### config.mk
export PLATFORM = sky130hd
export DESIGN_NAME = pipe_hazard_unit_flat
export DESIGN_NICKNAME = d
export VERILOG_FILES = /design/src/rtl/cpu_ctrl_pkg.sv /design/src/rtl/pipe_hazard_unit_if.sv /design/src/rtl/pipe_hazard_unit_fwd_sel.sv /design/src/rtl/pipe_hazard_unit.sv /design/src/flat_wrapper.sv
export SDC_FILE = /design/constraint.sdc
export NUM_CORES = 1
export LEC_CHECK = 0
export BUFFER_PORTS_ARGS = -buffer_cell sky130_fd_sc_hd__buf_2
export CORE_MARGIN = 3
export CORE_UTILIZATION = 30
export DETAILED_ROUTE_END_ITERATION = 8
export GPL_TIMING_DRIVEN = 0
export MAX_ROUTING_LAYER = met4
export PLACE_DENSITY = 0.52
export REMOVE_ABC_BUFFERS = 1
export SYNTH_ARGS = -nofsm -noshare
export SYNTH_HDL_FRONTEND = slang
export SYNTH_SLANG_ARGS = --single-unit
### constraint.sdc
create_clock -name clk -period 2.65 [get_ports clk]
set_input_delay 0.3975 -clock clk [delete_from_list [all_inputs] [get_ports clk]]
set_output_delay 0.3975 -clock clk [all_outputs]
set_load 0.02 [all_outputs]
### src/rtl/cpu_ctrl_pkg.sv
// Shared control encodings for the pipeline: opcodes, 11-bit control-vector
// layout and values, hazard-vector bit positions, forwarding and halt-state types.
package cpu_ctrl_pkg;

    localparam int CV_W = 11;
    localparam int HV_W = 10;
    localparam int RA_W = 4;

    localparam int CV_REGWRITE = 10;
    localparam int CV_ALUSUB   = 9;
    localparam int CV_BRANCH   = 8;
    localparam int CV_MEMREAD  = 7;
    localparam int CV_IMMSEL   = 6;
    localparam int CV_MEMWRITE = 5;
    localparam int CV_SPARE    = 4;
    localparam int CV_MEMTOREG = 3;
    localparam int CV_MOVSEL   = 2;
    localparam int CV_FPOP     = 1;
    localparam int CV_HALT     = 0;

    typedef enum logic [3:0] {
        OP_NOP  = 4'h0,
        OP_ADD  = 4'h1,
        OP_SUB  = 4'h2,
        OP_ADDI = 4'h3,
        OP_LW   = 4'h4,
        OP_SW   = 4'h5,
        OP_JMPZ = 4'h6,
        OP_MOV  = 4'h7,
        OP_STOP = 4'hF
    } opcode_e;

    localparam logic [CV_W-1:0] CVV_NOP  = 11'h000;
    localparam logic [CV_W-1:0] CVV_ADD  = 11'h400;
    localparam logic [CV_W-1:0] CVV_SUB  = 11'h600;
    localparam logic [CV_W-1:0] CVV_ADDI = 11'h440;
    localparam logic [CV_W-1:0] CVV_LW   = 11'h4C8;
    localparam logic [CV_W-1:0] CVV_SW   = 11'h060;
    localparam logic [CV_W-1:0] CVV_JMPZ = 11'h300;
    localparam logic [CV_W-1:0] CVV_MOV  = 11'h404;
    localparam logic [CV_W-1:0] CVV_STOP = 11'h001;

    // Hazard vector: {alu_src1, alu_src2, mem_src, flushEX_MEM, flushIF_ID, flushIDEX, pcstall, IFIDstall}
    localparam int HV_ALU_SRC1    = 8;
    localparam int HV_ALU_SRC2    = 6;
    localparam int HV_MEM_SRC     = 5;
    localparam int HV_FLUSH_EXMEM = 4;
    localparam int HV_FLUSH_IFID  = 3;
    localparam int HV_FLUSH_IDEX  = 2;
    localparam int HV_PCSTALL     = 1;
    localparam int HV_IFIDSTALL   = 0;

    typedef enum logic [1:0] {
        FWD_NONE = 2'b00,
        FWD_MEM  = 2'b01,
        FWD_WB   = 2'b10
    } fwd_e;

    typedef enum logic [1:0] {
        ST_RUN    = 2'd0,
        ST_DRAIN  = 2'd1,
        ST_HALTED = 2'd2
    } halt_state_e;

    function automatic logic [CV_W-1:0] cv_of(input opcode_e op);
        case (op)
            OP_ADD:  return CVV_ADD;
            OP_SUB:  return CVV_SUB;
            OP_ADDI: return CVV_ADDI;
            OP_LW:   return CVV_LW;
            OP_SW:   return CVV_SW;
            OP_JMPZ: return CVV_JMPZ;
            OP_MOV:  return CVV_MOV;
            OP_STOP: return CVV_STOP;
            default: return CVV_NOP;
        endcase
    endfunction

endpackage

### src/rtl/pipe_hazard_unit_if.sv
// Decode-side inputs and hazard/pipeline outputs of the hazard unit.
interface pipe_hazard_unit_if;
    import cpu_ctrl_pkg::*;

    logic [CV_W-1:0] id_cv_i;
    logic [RA_W-1:0] id_rd_i;
    logic [RA_W-1:0] id_rs_i;
    logic [RA_W-1:0] id_rt_i;
    logic            ex_zero_i;
    logic [HV_W-1:0] hazard_control_vector_o;
    logic [CV_W-1:0] ex_cv_o;
    logic [CV_W-1:0] mem_cv_o;
    logic [CV_W-1:0] wb_cv_o;
    logic [RA_W-1:0] wb_rd_o;
    logic            halted_o;

    modport master (
        output id_cv_i, id_rd_i, id_rs_i, id_rt_i, ex_zero_i,
        input  hazard_control_vector_o, ex_cv_o, mem_cv_o, wb_cv_o, wb_rd_o, halted_o
    );

    modport slave (
        input  id_cv_i, id_rd_i, id_rs_i, id_rt_i, ex_zero_i,
        output hazard_control_vector_o, ex_cv_o, mem_cv_o, wb_cv_o, wb_rd_o, halted_o
    );

endinterface

### src/rtl/pipe_hazard_unit_fwd_sel.sv
// Forwarding source select for one EX operand; the MEM result wins over WB, R0 never forwards.
module fwd_sel
    import cpu_ctrl_pkg::*;
(
    input  logic [RA_W-1:0] src_i,
    input  logic            mem_regwrite_i,
    input  logic [RA_W-1:0] mem_rd_i,
    input  logic            wb_regwrite_i,
    input  logic [RA_W-1:0] wb_rd_i,
    output fwd_e            sel_o
);

    always_comb begin
        sel_o = FWD_NONE;
        if (mem_regwrite_i && (mem_rd_i != '0) && (mem_rd_i == src_i)) begin
            sel_o = FWD_MEM;
        end else if (wb_regwrite_i && (wb_rd_i != '0) && (wb_rd_i == src_i)) begin
            sel_o = FWD_WB;
        end
    end

endmodule

### src/rtl/pipe_hazard_unit.sv
// ID/EX, EX/MEM, MEM/WB control registers with forwarding, load-use stall,
// branch flush and a halt drain sequencer.
module pipe_hazard_unit
    import cpu_ctrl_pkg::*;
(
    input logic              clk,
    input logic              rst_n,
    pipe_hazard_unit_if.slave bus
);

    logic [CV_W-1:0] ex_cv_q, ex_cv_d, mem_cv_q, mem_cv_d, wb_cv_q, wb_cv_d;
    logic [RA_W-1:0] ex_rd_q, ex_rd_d, ex_rs_q, ex_rs_d, ex_rt_q, ex_rt_d;
    logic [RA_W-1:0] mem_rd_q, mem_rd_d, mem_rt_q, mem_rt_d, wb_rd_q, wb_rd_d;
    halt_state_e     state_q, state_d;
    logic            halted_q, halted_d;

    logic [RA_W-1:0] ex_src [2];
    fwd_e            fwd_w  [2];
    logic [HV_W-1:0] hcv;
    logic            rs_used, rt_used, load_use, branch_taken, mem_src;

    assign ex_src[0] = ex_rs_q;
    assign ex_src[1] = ex_rt_q;

    generate
        for (genvar gi = 0; gi < 2; gi++) begin : g_fwd
            fwd_sel u_fwd_sel (
                .src_i          (ex_src[gi]),
                .mem_regwrite_i (mem_cv_q[CV_REGWRITE]),
                .mem_rd_i       (mem_rd_q),
                .wb_regwrite_i  (wb_cv_q[CV_REGWRITE]),
                .wb_rd_i        (wb_rd_q),
                .sel_o          (fwd_w[gi])
            );
        end
    endgenerate

    // Store data is not an rt "use": the value is picked up late through mem_src.
    always_comb begin
        rs_used      = (bus.id_cv_i != '0) && !bus.id_cv_i[CV_HALT] && !bus.id_cv_i[CV_MOVSEL];
        rt_used      = bus.id_cv_i[CV_REGWRITE] && !bus.id_cv_i[CV_IMMSEL];
        load_use     = ex_cv_q[CV_MEMREAD] && (ex_rd_q != '0) &&
                       (((bus.id_rs_i == ex_rd_q) && rs_used) ||
                        ((bus.id_rt_i == ex_rd_q) && rt_used));
        branch_taken = ex_cv_q[CV_BRANCH] && bus.ex_zero_i;
        mem_src      = mem_cv_q[CV_MEMWRITE] && wb_cv_q[CV_REGWRITE] &&
                       (wb_rd_q != '0) && (wb_rd_q == mem_rt_q);

        hcv                    = '0;
        hcv[HV_ALU_SRC1 +: 2]  = fwd_w[0];
        hcv[HV_ALU_SRC2 +: 2]  = ex_cv_q[CV_IMMSEL] ? FWD_NONE : fwd_w[1];
        hcv[HV_MEM_SRC]        = mem_src;
        // Draining a halt dominates everything; a taken branch cancels a pending stall.
        if (state_q != ST_RUN) begin
            hcv[HV_FLUSH_EXMEM] = 1'b1;
            hcv[HV_FLUSH_IDEX]  = 1'b1;
            hcv[HV_PCSTALL]     = 1'b1;
            hcv[HV_IFIDSTALL]   = 1'b1;
        end else if (branch_taken) begin
            hcv[HV_FLUSH_IFID]  = 1'b1;
            hcv[HV_FLUSH_IDEX]  = 1'b1;
        end else if (load_use) begin
            hcv[HV_FLUSH_IDEX]  = 1'b1;
            hcv[HV_PCSTALL]     = 1'b1;
            hcv[HV_IFIDSTALL]   = 1'b1;
        end
    end

    always_comb begin
        ex_cv_d  = hcv[HV_FLUSH_IDEX]  ? '0 : bus.id_cv_i;
        ex_rd_d  = hcv[HV_FLUSH_IDEX]  ? '0 : bus.id_rd_i;
        ex_rs_d  = hcv[HV_FLUSH_IDEX]  ? '0 : bus.id_rs_i;
        ex_rt_d  = hcv[HV_FLUSH_IDEX]  ? '0 : bus.id_rt_i;
        mem_cv_d = hcv[HV_FLUSH_EXMEM] ? '0 : ex_cv_q;
        mem_rd_d = hcv[HV_FLUSH_EXMEM] ? '0 : ex_rd_q;
        mem_rt_d = hcv[HV_FLUSH_EXMEM] ? '0 : ex_rt_q;
        wb_cv_d  = mem_cv_q;
        wb_rd_d  = mem_rd_q;

        state_d = state_q;
        case (state_q)
            ST_RUN:    if (ex_cv_q[CV_HALT])  state_d = ST_DRAIN;
            ST_DRAIN:  if (mem_cv_q[CV_HALT]) state_d = ST_HALTED;
            ST_HALTED: state_d = ST_HALTED;
            default:   state_d = ST_RUN;
        endcase
        halted_d = (state_d == ST_HALTED);
    end

    always_ff @(posedge clk or negedge rst_n) begin
        if (!rst_n) begin
            ex_cv_q  <= '0;
            ex_rd_q  <= '0;
            ex_rs_q  <= '0;
            ex_rt_q  <= '0;
            mem_cv_q <= '0;
            mem_rd_q <= '0;
            mem_rt_q <= '0;
            wb_cv_q  <= '0;
            wb_rd_q  <= '0;
            state_q  <= ST_RUN;
            halted_q <= 1'b0;
        end else begin
            ex_cv_q  <= ex_cv_d;
            ex_rd_q  <= ex_rd_d;
            ex_rs_q  <= ex_rs_d;
            ex_rt_q  <= ex_rt_d;
            mem_cv_q <= mem_cv_d;
            mem_rd_q <= mem_rd_d;
            mem_rt_q <= mem_rt_d;
            wb_cv_q  <= wb_cv_d;
            wb_rd_q  <= wb_rd_d;
            state_q  <= state_d;
            halted_q <= halted_d;
        end
    end

    assign bus.hazard_control_vector_o = hcv;
    assign bus.ex_cv_o  = ex_cv_q;
    assign bus.mem_cv_o = mem_cv_q;
    assign bus.wb_cv_o  = wb_cv_q;
    assign bus.wb_rd_o  = wb_rd_q;
    assign bus.halted_o = halted_q;

endmodule

### src/flat_wrapper.sv
// flat-port wrapper written by rule: the top's interface ports become plain ports
module pipe_hazard_unit_flat import cpu_ctrl_pkg::*;
  (clk, rst_n, bus_id_cv_i, bus_id_rd_i, bus_id_rs_i, bus_id_rt_i, bus_ex_zero_i, bus_hazard_control_vector_o, bus_ex_cv_o, bus_mem_cv_o, bus_wb_cv_o, bus_wb_rd_o, bus_halted_o);
  pipe_hazard_unit_if bus_i ();
  input logic clk;
  input logic rst_n;
  input wire logic [$bits(bus_i.id_cv_i)-1:0] bus_id_cv_i;
  input wire logic [$bits(bus_i.id_rd_i)-1:0] bus_id_rd_i;
  input wire logic [$bits(bus_i.id_rs_i)-1:0] bus_id_rs_i;
  input wire logic [$bits(bus_i.id_rt_i)-1:0] bus_id_rt_i;
  input wire logic [$bits(bus_i.ex_zero_i)-1:0] bus_ex_zero_i;
  output wire logic [$bits(bus_i.hazard_control_vector_o)-1:0] bus_hazard_control_vector_o;
  output wire logic [$bits(bus_i.ex_cv_o)-1:0] bus_ex_cv_o;
  output wire logic [$bits(bus_i.mem_cv_o)-1:0] bus_mem_cv_o;
  output wire logic [$bits(bus_i.wb_cv_o)-1:0] bus_wb_cv_o;
  output wire logic [$bits(bus_i.wb_rd_o)-1:0] bus_wb_rd_o;
  output wire logic [$bits(bus_i.halted_o)-1:0] bus_halted_o;
  assign bus_i.id_cv_i = bus_id_cv_i;
  assign bus_i.id_rd_i = bus_id_rd_i;
  assign bus_i.id_rs_i = bus_id_rs_i;
  assign bus_i.id_rt_i = bus_id_rt_i;
  assign bus_i.ex_zero_i = bus_ex_zero_i;
  assign bus_hazard_control_vector_o = bus_i.hazard_control_vector_o;
  assign bus_ex_cv_o = bus_i.ex_cv_o;
  assign bus_mem_cv_o = bus_i.mem_cv_o;
  assign bus_wb_cv_o = bus_i.wb_cv_o;
  assign bus_wb_rd_o = bus_i.wb_rd_o;
  assign bus_halted_o = bus_i.halted_o;
  pipe_hazard_unit u_core (.clk(clk), .rst_n(rst_n), .bus(bus_i));
endmodule
# --- Word-level counts from Yosys, hierarchy flattened ---
# Cells that the tools add are included.
# Widths: inputs -> output; s select.
word_totals:
  ff_bits: 60
  out_inout_bits: 48
  word_cells: 70
op_classes:
  n_eq_ne: 10
  n_mux: 22
  reduce_logical: 27
ops:
  columns: ["operator", "n"]
  rows:
  - ["$eq 4x4->1", 7]
  - ["$mux 11", 2]
  - ["$mux 4", 5]
  - ["$logic_and 1x1->1", 17]
  - ["$mux 2", 8]
  - ["$reduce_bool 4->1", 3]
  - ["$reduce_bool 11->1", 1]
  - ["$mux 3", 2]
  - ["$pmux 2 s3", 1]
  - ["$eq 2x2->1 const B", 2]
  - ["$mux 1", 4]
  - ["$logic_not 1->1", 3]
  - ["$eq 2x1->1 const B", 1]
  - ["$logic_not 2->1", 1]
  - ["$reduce_bool 2->1", 1]
  - ["$logic_or 1x1->1", 1]

# --- Logic depth before layout (Yosys ltp) ---
# Gate-level depths: netlist of run 1.
logic_depth:
  word_depth: 10
  depth_mapped: 6

# --- Hierarchy ---
# A second synthesis of run 1 with hierarchy kept.
hier_totals:
  cells_unflattened: 190
  hier_area_um2: 2544.9
modules_own_cells:
  columns: ["module", "n_inst", "cells_each", "area_each_um2", "seq_area_each_um2"]
  rows:
  - ["pipe_hazard_unit", 1, 156, 2289.7, 1501.4]
  - ["fwd_sel", 2, 17, 127.6, 0.0]

# --- Worst setup path before layout of run 1 ---
# OpenSTA, ideal clock, no wires.
synth_timing:
  path_type: "in2out"
  from: "input port bus_id_cv_i[4]"
  to: "output port bus_hazard_control_vector_o[1]"
  arrival_time_ps: 1758
  path_slack_ps: 494
  path_stages: 5
  path_cell_list: "or4_4 nor4_4 o32ai_1 a31o_2 buf_4"
synth_via:
  elab_chain_cells: 9
synth_lines:
  columns: ["item", "line", "source"]
  rows:
  - ["from (decl)", "flat_wrapper.sv:7", "input wire logic [$bits(bus_i.id_cv_i)-1:0] bus_id_cv_i;"]
  - ["$reduce_bool 11->1", "pipe_hazard_unit.sv:40", "rs_used = (bus.id_cv_i != '0) && !bus.id_cv_i[CV_HALT] && !bus.id_cv_i[CV_MOVSEL];"]
  - ["$logic_and 1x1->1 (2 in a row)", "pipe_hazard_unit.sv:40", null]
  - ["$logic_and 1x1->1", "pipe_hazard_unit.sv:43", "(((bus.id_rs_i == ex_rd_q) && rs_used) ||"]
  - ["$logic_or 1x1->1", "pipe_hazard_unit.sv:43", null]
  - ["$logic_and 1x1->1", "pipe_hazard_unit.sv:42", "load_use = ex_cv_q[CV_MEMREAD] && (ex_rd_q != '0) &&"]
  - ["$mux 3", "pipe_hazard_unit.sv:62", "end else if (load_use) begin"]
  - ["$mux 2", "pipe_hazard_unit.sv:59", "end else if (branch_taken) begin"]
  - ["$mux 3", "pipe_hazard_unit.sv:54", "if (state_q != ST_RUN) begin"]
  - ["to (decl)", "flat_wrapper.sv:12", "output wire logic [$bits(bus_i.hazard_control_vector_o)-1:0] bus_hazard_control_vector_o;"]
# No other way between the ends.

# --- Final worst setup path of run 1 ---
layout_timing:
  from: "register u_core.ex_rd_q[1]"
  to: "output port bus_hazard_control_vector_o[2]"
layout_via:
  elab_chain_cells: 7
layout_lines:
  columns: ["item", "line", "source"]
  rows:
  - ["from (decl)", "pipe_hazard_unit.sv:12", "logic [RA_W-1:0] ex_rd_q, ex_rd_d, ex_rs_q, ex_rs_d, ex_rt_q, ex_rt_d;"]
  - ["from (signal assigned)", "pipe_hazard_unit.sv:105", "ex_rd_q <= ex_rd_d;"]
  - ["$eq 4x4->1 (on tied branches)", "pipe_hazard_unit.sv:43, pipe_hazard_unit.sv:44", null]
  - ["$logic_and 1x1->1 (on tied branches)", "pipe_hazard_unit.sv:43, pipe_hazard_unit.sv:44", null]
  - ["$logic_or 1x1->1", "pipe_hazard_unit.sv:43", null]
  - ["$logic_and 1x1->1 *", "pipe_hazard_unit.sv:42", null]
  - ["$mux 3 *", "pipe_hazard_unit.sv:62", null]
  - ["$mux 1 *", "pipe_hazard_unit.sv:59", null]
  - ["$mux 3 *", "pipe_hazard_unit.sv:54", null]
# Every way passes the cells marked *; elsewhere a longest branch is shown, timed or not.

==> summary.txt, run 1 <==
Placed design
  – Quantity of I/O buffers inserted on ports: 73
  – Half-perimeter wire length of the detailed placement result: 3800 um
  – RD Place Congestion: 0.7659
  – Area after DPL: 2854 um^2
  – Number of placed instances, taps included: 365

Floorplan
  – Die area: 9073 um^2
  – Die span in y: 95.25 um
  – Initial core utilization: 31.92%
  – Die width: 95.25 um
  – # IOs: 74
  – Core footprint: 7486 um^2
  – Number of rows in the core area: 31

Power
  – Sequential group share of total power: 41.0%
  – Share of total power in the clock network: 23.5%
  – Largest vdd supply drop: 540.2 uV
  – P_int: 2145 uW
  – Ratio of total power to cell area: 1120 nW/um^2
  – Switching share of total power: 38.50%
  – Leakage power of the design: 0.001603 uW
  – Combinational power share: 35.5%
  – Net Switching: 1343 uW

Timing
  – Max-slew headroom: 50.67%
  – Maximum clock skew at final layout: 10.98 ps
  – Min Tclk post-route: 2530 ps
  – Least-Margin Pin Slew: 739.9 ps
  – TNS Setup: 0 ps
  – Minimum hold slack: 114.9 ps
  – Portion of the clock cycle consumed by the worst path in the final layout: 95.48%
  – Number of failing hold endpoints at the final stage: 0
  – RSZ-0062 raised after global routing: false
  – Fmax: 395.2 MHz
  – Max-slew violations: 0
  – Number of failing setup endpoints in the final timing report: 0

Cells and area
  – Area growth from synthesis to final layout: 30.31%
  – Final-stage net count: 308
  – Non-filler instance count after layout: 386
  – Fraction of final layout cells with drive strength greater than 1: 35.89%
  – Footprint of the flip-flops and latches: 1501 um^2
  – Area used by multi-input combinational logic: 863.3 um^2
  – Fillers: 755
  – Core Util, Final: 41.60%
  – Antenna diodes: 0
  – Area of all placed cells without fillers: 3114 um^2

Clocking
  – Clock insertion delay at the later pin of the skew report: 340 ps
  – H-Tree Depth: 3
  – Sinks on Clock Net: 60
  – CTS Root Cell: sky130_fd_sc_hd__clkbuf_8
  – Clock transition time at the flip-flop clock pins of the worst setup and hold paths: 70 ps
  – CTS tree: yes
  – CTS hold repair buffers: 0
  – Buffers from clock root to sink, at most: 2
  – Total clock buffers created by CTS: 9

Setup path
  – Type of the worst setup path: reg2out
  – Capture point of the worst path: bus_hazard_control_vector_o[2]
  – Critical path startpoint category: flop
  – Required time of the critical path: 2250 ps
  – Register-to-register setup slack: 730 ps
  – Critical R2R Launch: u_core.ex_rd_q[2]
  – Worst-path fanout max: 23
  – RR Endpoint: u_core.bus.ex_cv_o[7]
  – Logic depth of the worst register-to-register path: 6
  – Origin of the worst setup path: u_core.ex_rd_q[1]
  – Kind of end point of the critical path: output port
  – Arrival time of the worst setup path: 2130 ps

Synth
  – Area of the mapped netlist: 2390 um^2
  – Cells after Synth: 203
  – Number of unique standard cell types used by synthesis: 30
  – Async S/R FF share, synth: 100.0%
  – Fraction of post-synthesis cell area in the top cell type by area: 62.83%
  – Post-synth top area cell: sky130_fd_sc_hd__dfrtp_1
  – Synth Register Bits: 60
  – Sequential fraction of the synthesis area: 62.83%
  – Predominant post-synthesis flop cell: sky130_fd_sc_hd__dfrtp_1
  – Ys Warns: 0
  – Most instantiated library cell after synthesis: sky130_fd_sc_hd__dfrtp_1
  – Mean cell area of the mapped netlist: 11.77 um^2
  – Synth top cells by count: sky130_fd_sc_hd__dfrtp_1 (60), sky130_fd_sc_hd__nand2_1 (27), sky130_fd_sc_hd__nor3_1 (22), sky130_fd_sc_hd__xnor2_1 (20), sky130_fd_sc_hd__and2_1 (19)
  – Count of flip-flops with a built-in enable after synthesis: 0
  – Leading cell types by total area after synthesis: sky130_fd_sc_hd__dfrtp_1 (63%), sky130_fd_sc_hd__xnor2_1 (7.3%), sky130_fd_sc_hd__and2_1 (5.0%)

GRT
  – Maximum number of pins on one net before global-route repair: 61
  – Number of global-route vias before repair: 1763
  – Global-route wire length before repair: 9032 um
  – Grt total ovfl: 0
  – GR Util All Layers: 13.96%
  – Antenna violations before repair: 0

Routing
  – Vias: 1726
  – Avg WL per Cell: 14.58 um
  – Antenna Nets Post-Route: 0
  – 1st-iter DRT viols: 75
  – DRC viols: 0
  – Final wirelength: 5629 um
  – Ratio of routed vias to standard cells: 4.472
  – Detailed Routing Iterations Pass 1: 4

Status
  – Outcome: finished clean

Run
  – Maximum Capacitance Violations: 0

Worst hold path
  – Type of the worst min-delay path: in2async
[cell families (layout without fill, tap and decap cells)]
logic type / count (synthesis) / in the layout / share of synthesized area (%)
flops: 60 / 60 / 62.83
simple gates: 92 / 93 / 20.63
mux: 2 / 2 / 0.8377
buf+inv: 13 / 96 / 2.775
xor+xnor: 28 / 28 / 10.26
compound gates: 8 / 8 / 2.670
[cell type report]
type | count | share of cell area [%]
Clock buffer | 10 | 4.419
Clock inverter | 6 | 2.049
Inverter | 1 | 0.1205
Multi-Input combinational cell | 131 | 27.72
Sequential cell | 60 | 48.21
Tap cell | 99 | 3.978
Timing Repair Buffer | 79 | 13.50
[metrics by stage]
| step | setup slack [ps] | total power, uW |
|---|---|---|
| final | 119.9 | 3488 |
| after global routing | 17.74 | 3728 |
| after CTS | 56.73 | 3514 |
| after detailed placement | -743.4 | 2610 |
| after global placement | -1442 | 2571 |
| after floorplan | -354.5 | 2151 |
[layer usage]
| layer | part of all wire [%] | routed length (um) | global-route usage [%] | up-vias |
|---|---|---|---|---|
| li1 | - | - | - | 836 |
| met1 | 44 | 2485 | 17.14 | 819 |
| met2 | 48 | 2689 | 21.28 | 59 |
| met3 | 6.2 | 347 | 3.710 | 12 |
| met4 | 1.9 | 108 | 6.851 | 0 |
| met5 | 0 | 0 | - | - |
[power groups by stage]
stage / Clock, uW / Sequential, uW / Combinational [uW]
2_1_floorplan: 0 / 1590 / 561
3_3_place_gp: 0 / 1430 / 1140
3_5_place_dp: 0 / 1430 / 1180
4_1_cts: 847 / 1440 / 1230
5_1_grt: 893 / 1470 / 1360
6_report: 821 / 1430 / 1240
[placed cells by master, fill, tap and decap left out, drive strengths merged]
cell	instances
buf	79
dfrtp	60
nand2	27
nor3	22
xnor2	20
and2	19
clkbuf	10
nor2	9
xor2	8
nor4	4
clkinv	3
o41ai	2
nand3	2
or3	2
mux2i	2
nand4	2
clkinvlp	2
inv	1
o41a	1
nand4b	1
or4	1
nor4b	1
a21oi	1
or3b	1
o21ai	1
nand3b	1
o32ai	1
a31o	1
and3	1
o31ai	1
bufinv	1
[critical path, cell delays in order (launching register included)]
cell and delay (ps):
sky130_fd_sc_hd__dfrtp_1 430, sky130_fd_sc_hd__o41a_1 500, sky130_fd_sc_hd__nand4b_1 180, sky130_fd_sc_hd__nor2_4 130, sky130_fd_sc_hd__or3b_1 400, sky130_fd_sc_hd__buf_2 170
[registers in the layout, indices dropped and copies added, names as in the netlist, 4 cells and up]
name,count
u_core.bus.wb_rd_o,4
u_core.bus.wb_cv_o,11
u_core.ex_rt_q,4
u_core.bus.ex_cv_o,11
u_core.ex_rd_q,4
u_core.bus.mem_cv_o,11
u_core.ex_rs_q,4
u_core.mem_rt_q,4
u_core.mem_rd_q,4
[how the worst min path moves through the flow]
stage | from | to | slack [ps] | cells past startpoint
final | rst_n | u_core.bus.wb_cv_o[3] | 110 | 1
after floorplan | rst_n | u_core.bus.ex_cv_o[0] | 100 | 0
after CTS | bus_id_rd_i[0] | u_core.ex_rd_q[0] | 250 | 3
after global placement | u_core.bus.mem_cv_o[7] | u_core.bus.wb_cv_o[7] | 350 | 0
after global routing | rst_n | u_core.bus.wb_cv_o[3] | 170 | 1
after detailed placement | u_core.bus.mem_cv_o[4] | u_core.bus.wb_cv_o[4] | 360 | 0
[what timing repair did]
action,CTS,global route
gates cloned,1,0
hold endpoints to repair,0,0
pin swaps,2,1
gates resized for setup,4,0
buffers inserted,2,2
setup endpoints to repair,16,1
(Power assumes the default switching activity.)
==> run 2: changes to the inputs <==
--- a/config.mk
+++ b/config.mk
@@ -6,12 +6,15 @@
 export NUM_CORES = 1
 export LEC_CHECK = 0
 export BUFFER_PORTS_ARGS = -buffer_cell sky130_fd_sc_hd__buf_2
+export CELL_PAD_IN_SITES_DETAIL_PLACEMENT = 1
+export CELL_PAD_IN_SITES_GLOBAL_PLACEMENT = 2
 export CORE_MARGIN = 3
 export CORE_UTILIZATION = 30
+export CTS_BUF_LIST = sky130_fd_sc_hd__clkbuf_16
 export DETAILED_ROUTE_END_ITERATION = 8
 export GPL_TIMING_DRIVEN = 0
 export MAX_ROUTING_LAYER = met4
-export PLACE_DENSITY = 0.52
+export PLACE_DENSITY = 0.75
 export REMOVE_ABC_BUFFERS = 1
 export SYNTH_ARGS = -nofsm -noshare
 export SYNTH_HDL_FRONTEND = slang
==> constraint.sdc (replaced) <==
create_clock -name clk -period 2.8 [get_ports clk]
set_input_delay 0.42 -clock clk [delete_from_list [all_inputs] [get_ports clk]]
set_output_delay 0.42 -clock clk [all_outputs]
set_load 0.02 [all_outputs]
==> summary.txt, run 2 (synthesis gave the netlist of run 1 again) <==
Cells and area
  – Antenna diodes: 0 (unchanged)
  – Final-stage net count: 305 (was 308)
  – Fillers: 837 (was 755)
  – Most common cell after layout, fill and taps aside: sky130_fd_sc_hd__buf_2 (unchanged)
  – Highest-count cells in the layout ignoring fill and taps: sky130_fd_sc_hd__buf_2 (72), sky130_fd_sc_hd__dfrtp_1 (60), sky130_fd_sc_hd__nand2_1 (27) (unchanged)
  – Fraction of final layout cells with drive strength greater than 1: 34.51% (was 35.89%)
  – Area growth from synthesis to final layout: 32.41% (was 30.31%)
  – Footprint of the flip-flops and latches: 1501 um^2 (unchanged)
  – Core Util, Final: 42.27% (was 41.60%)
  – Area used by multi-input combinational logic: 863.3 um^2 (unchanged)

GRT
  – Antenna violations before repair: 0 (unchanged)
  – Number of global-route vias before repair: 1821 (was 1763)
  – GR Util All Layers: 14.42% (was 13.96%)
  – Maximum number of pins on one net before global-route repair: 61 (unchanged)
  – Grt total ovfl: 0 (unchanged)
  – Global-route wire length before repair: 9432 um (was 9032 um)

Routing
  – Detail Route met3 WL: 376 um (was 347 um)
  – 1st-iter DRT viols: 65 (was 75)
  – Detailed Routing Iterations Pass 1: 4 (unchanged)
  – Met2 Wirelength: 2654 um (was 2689 um)
  – M1 WL: 2739 um (was 2485 um)
  – Ratio of routed vias to standard cells: 4.431 (was 4.472)
  – Final wirelength: 5808 um (was 5629 um)
  – Vias: 1697 (was 1726)
  – Avg WL per Cell: 15.16 um (was 14.58 um)
  – Antenna Nets Post-Route: 0 (unchanged)
  – Top sig layer: met4 (unchanged)
  – DRC viols: 0 (unchanged)

Setup path
  – Type of the worst setup path: reg2out (unchanged)
  – Crit-path cells: xor2_1 > or3_1 > nor4b_4 > or3b_1 > buf_2 (was o41a_1 > nand4b_1 > nor2_4 > or3b_1 > buf_2)
  – Kind of end point of the critical path: output port (unchanged)
  – Origin of the worst setup path: u_core.ex_rd_q[2] (was u_core.ex_rd_q[1])
  – Arrival time of the worst setup path: 2160 ps (was 2130 ps)
  – Critical R2R Launch: u_core.ex_rd_q[2] (unchanged)
  – Critical path startpoint category: flop (unchanged)
  – Worst-path fanout max: 8 (was 23)
  – Critical-path cell with the highest stage delay: sky130_fd_sc_hd__nor4b_4 (was sky130_fd_sc_hd__o41a_1)
  – Required time of the critical path: 2380 ps (was 2250 ps)
  – Crit path largest cell delay: 530 ps (was 500 ps)

Clocking
  – Clock transition time at the flip-flop clock pins of the worst setup and hold paths: 50 ps (was 70 ps)
  – Clock insertion delay at the later pin of the skew report: 320 ps (was 340 ps)
  – Sinks on Clock Net: 60 (unchanged)
  – CTS tree: yes (unchanged)
  – CTS Root Cell: sky130_fd_sc_hd__clkbuf_16 (was sky130_fd_sc_hd__clkbuf_8)
  – H-Tree Depth: 3 (unchanged)
  – Total clock buffers created by CTS: 9 (unchanged)
  – Buffers from clock root to sink, at most: 2 (unchanged)

Timing
  – Min Tclk post-route: 2582 ps
  – Max-slew headroom: 50.55% (was 50.67%)
  – TNS Setup: 0 ps (unchanged)
  – Maximum clock skew at final layout: 4.167 ps (was 10.98 ps)
  – RSZ-0062 raised after global routing: false (unchanged)
  – Number of failing hold endpoints at the final stage: 0 (unchanged)
  – Portion of the clock cycle consumed by the worst path in the final layout: 92.21%
  – Least-Margin Pin Slew: 741.8 ps (was 739.9 ps)
  – Number of failing setup endpoints in the final timing report: 0 (unchanged)
  – Fmax: 387.3 MHz
  – Max-slew violations: 0 (unchanged)

Floorplan
  – Die width: 95.25 um (unchanged)
  – Die area: 9073 um^2 (unchanged)
  – Die span in y: 95.25 um (unchanged)
  – # IOs: 74 (unchanged)
  – Core footprint: 7486 um^2 (unchanged)
  – Initial core utilization: 31.92% (unchanged)
  – Number of rows in the core area: 31 (unchanged)

Placed design
  – RD Place Congestion: 0.7689 (was 0.7659)
  – Quantity of I/O buffers inserted on ports: 73 (unchanged)
  – Half-perimeter wire length of the detailed placement result: 4097 um (was 3800 um)

Power
  – Leakage power of the design: 0.001624 uW (was 0.001603 uW)
  – Ratio of total power to cell area: 1098 nW/um^2 (was 1120 nW/um^2)
  – Largest vdd supply drop: 486.8 uV (was 540.2 uV)

Status
  – Outcome: finished clean (unchanged)

Run
  – Maximum Capacitance Violations: 0 (unchanged)

Worst hold path
  – Type of the worst min-delay path: in2async (unchanged)
==> run 2: layout make-up <==
class,instances,area share (%)
Inverter,1,0.1186
Clock inverter,7,1.423
Timing Repair Buffer,76,12.69
Tap cell,99,3.915
Multi-Input combinational cell,131,27.28
Clock buffer,9,7.117
Sequential cell,60,47.45
==> run 2: critical path, delay by kind of cell (launching register included) <==
kind / cells / cell delay (ps)
XOR/XNOR: 1 / 170
AND/OR/NAND/NOR: 3 / 1080
flip-flops: 1 / 430
buffers and inverters: 1 / 150
==> run 2: metrics by stage <==
step / hold slack, ps / total power, uW / setup slack, ps / area (um^2) / cells
CTS: 305.8 / 3521 / 23.56 / 3149 / 382
global placement: 354.6 / 2431 / -1259 / 2816 / 363
global route: 223.8 / 3734 / 89.16 / 3164 / 383
floorplan: 124.4 / 2036 / -227.0 / 2327 / 191
finish: 174.0 / 3475 / 218.2 / 3164 / 383
detailed placement: 360.4 / 2487 / -593.7 / 2858 / 365
==> run 2: worst paths after layout <==
| path | end | slack (ps) | depth (start not counted) |
|---|---|---|---|
| worst min-delay path | u_core.bus.halted_o | 170 | 1 |
| worst max register to register | u_core.ex_rt_q[1] | 840 | 5 |
| worst min register to register | u_core.bus.wb_cv_o[9] | 370 | 0 |
| worst max-delay path | bus_hazard_control_vector_o[2] | 220 | 5 |
| min in group clk | u_core.ex_rd_q[1] | 320 | 3 |
| max in group asynchronous | u_core.ex_rd_q[2] | 2140 | 1 |
==> run 2: per-layer routing <==
metal  GRT usage [%]  up-vias
li1                -      836
met1           18.83      793
met2           21.40       63
met3           4.420        5
met4           4.688        0
met5               -        -
==> run 2: what timing repair did <==
item / CTS / global route
endpoints found under the setup margin: 6 / 1
pin swaps: 1 / 0
hold buffers: 0 / 0
cloned: 1 / 0
setup buffers: 0 / 1
resized for setup: 3 / 1
==> run 2: where the power goes <==
part           leakage (uW)  internal, uW  switching [uW]
logic              0.000683           456             696
registers          0.000806          1120             229
clock network      0.000134           593             378
total               0.00162          2170            1300
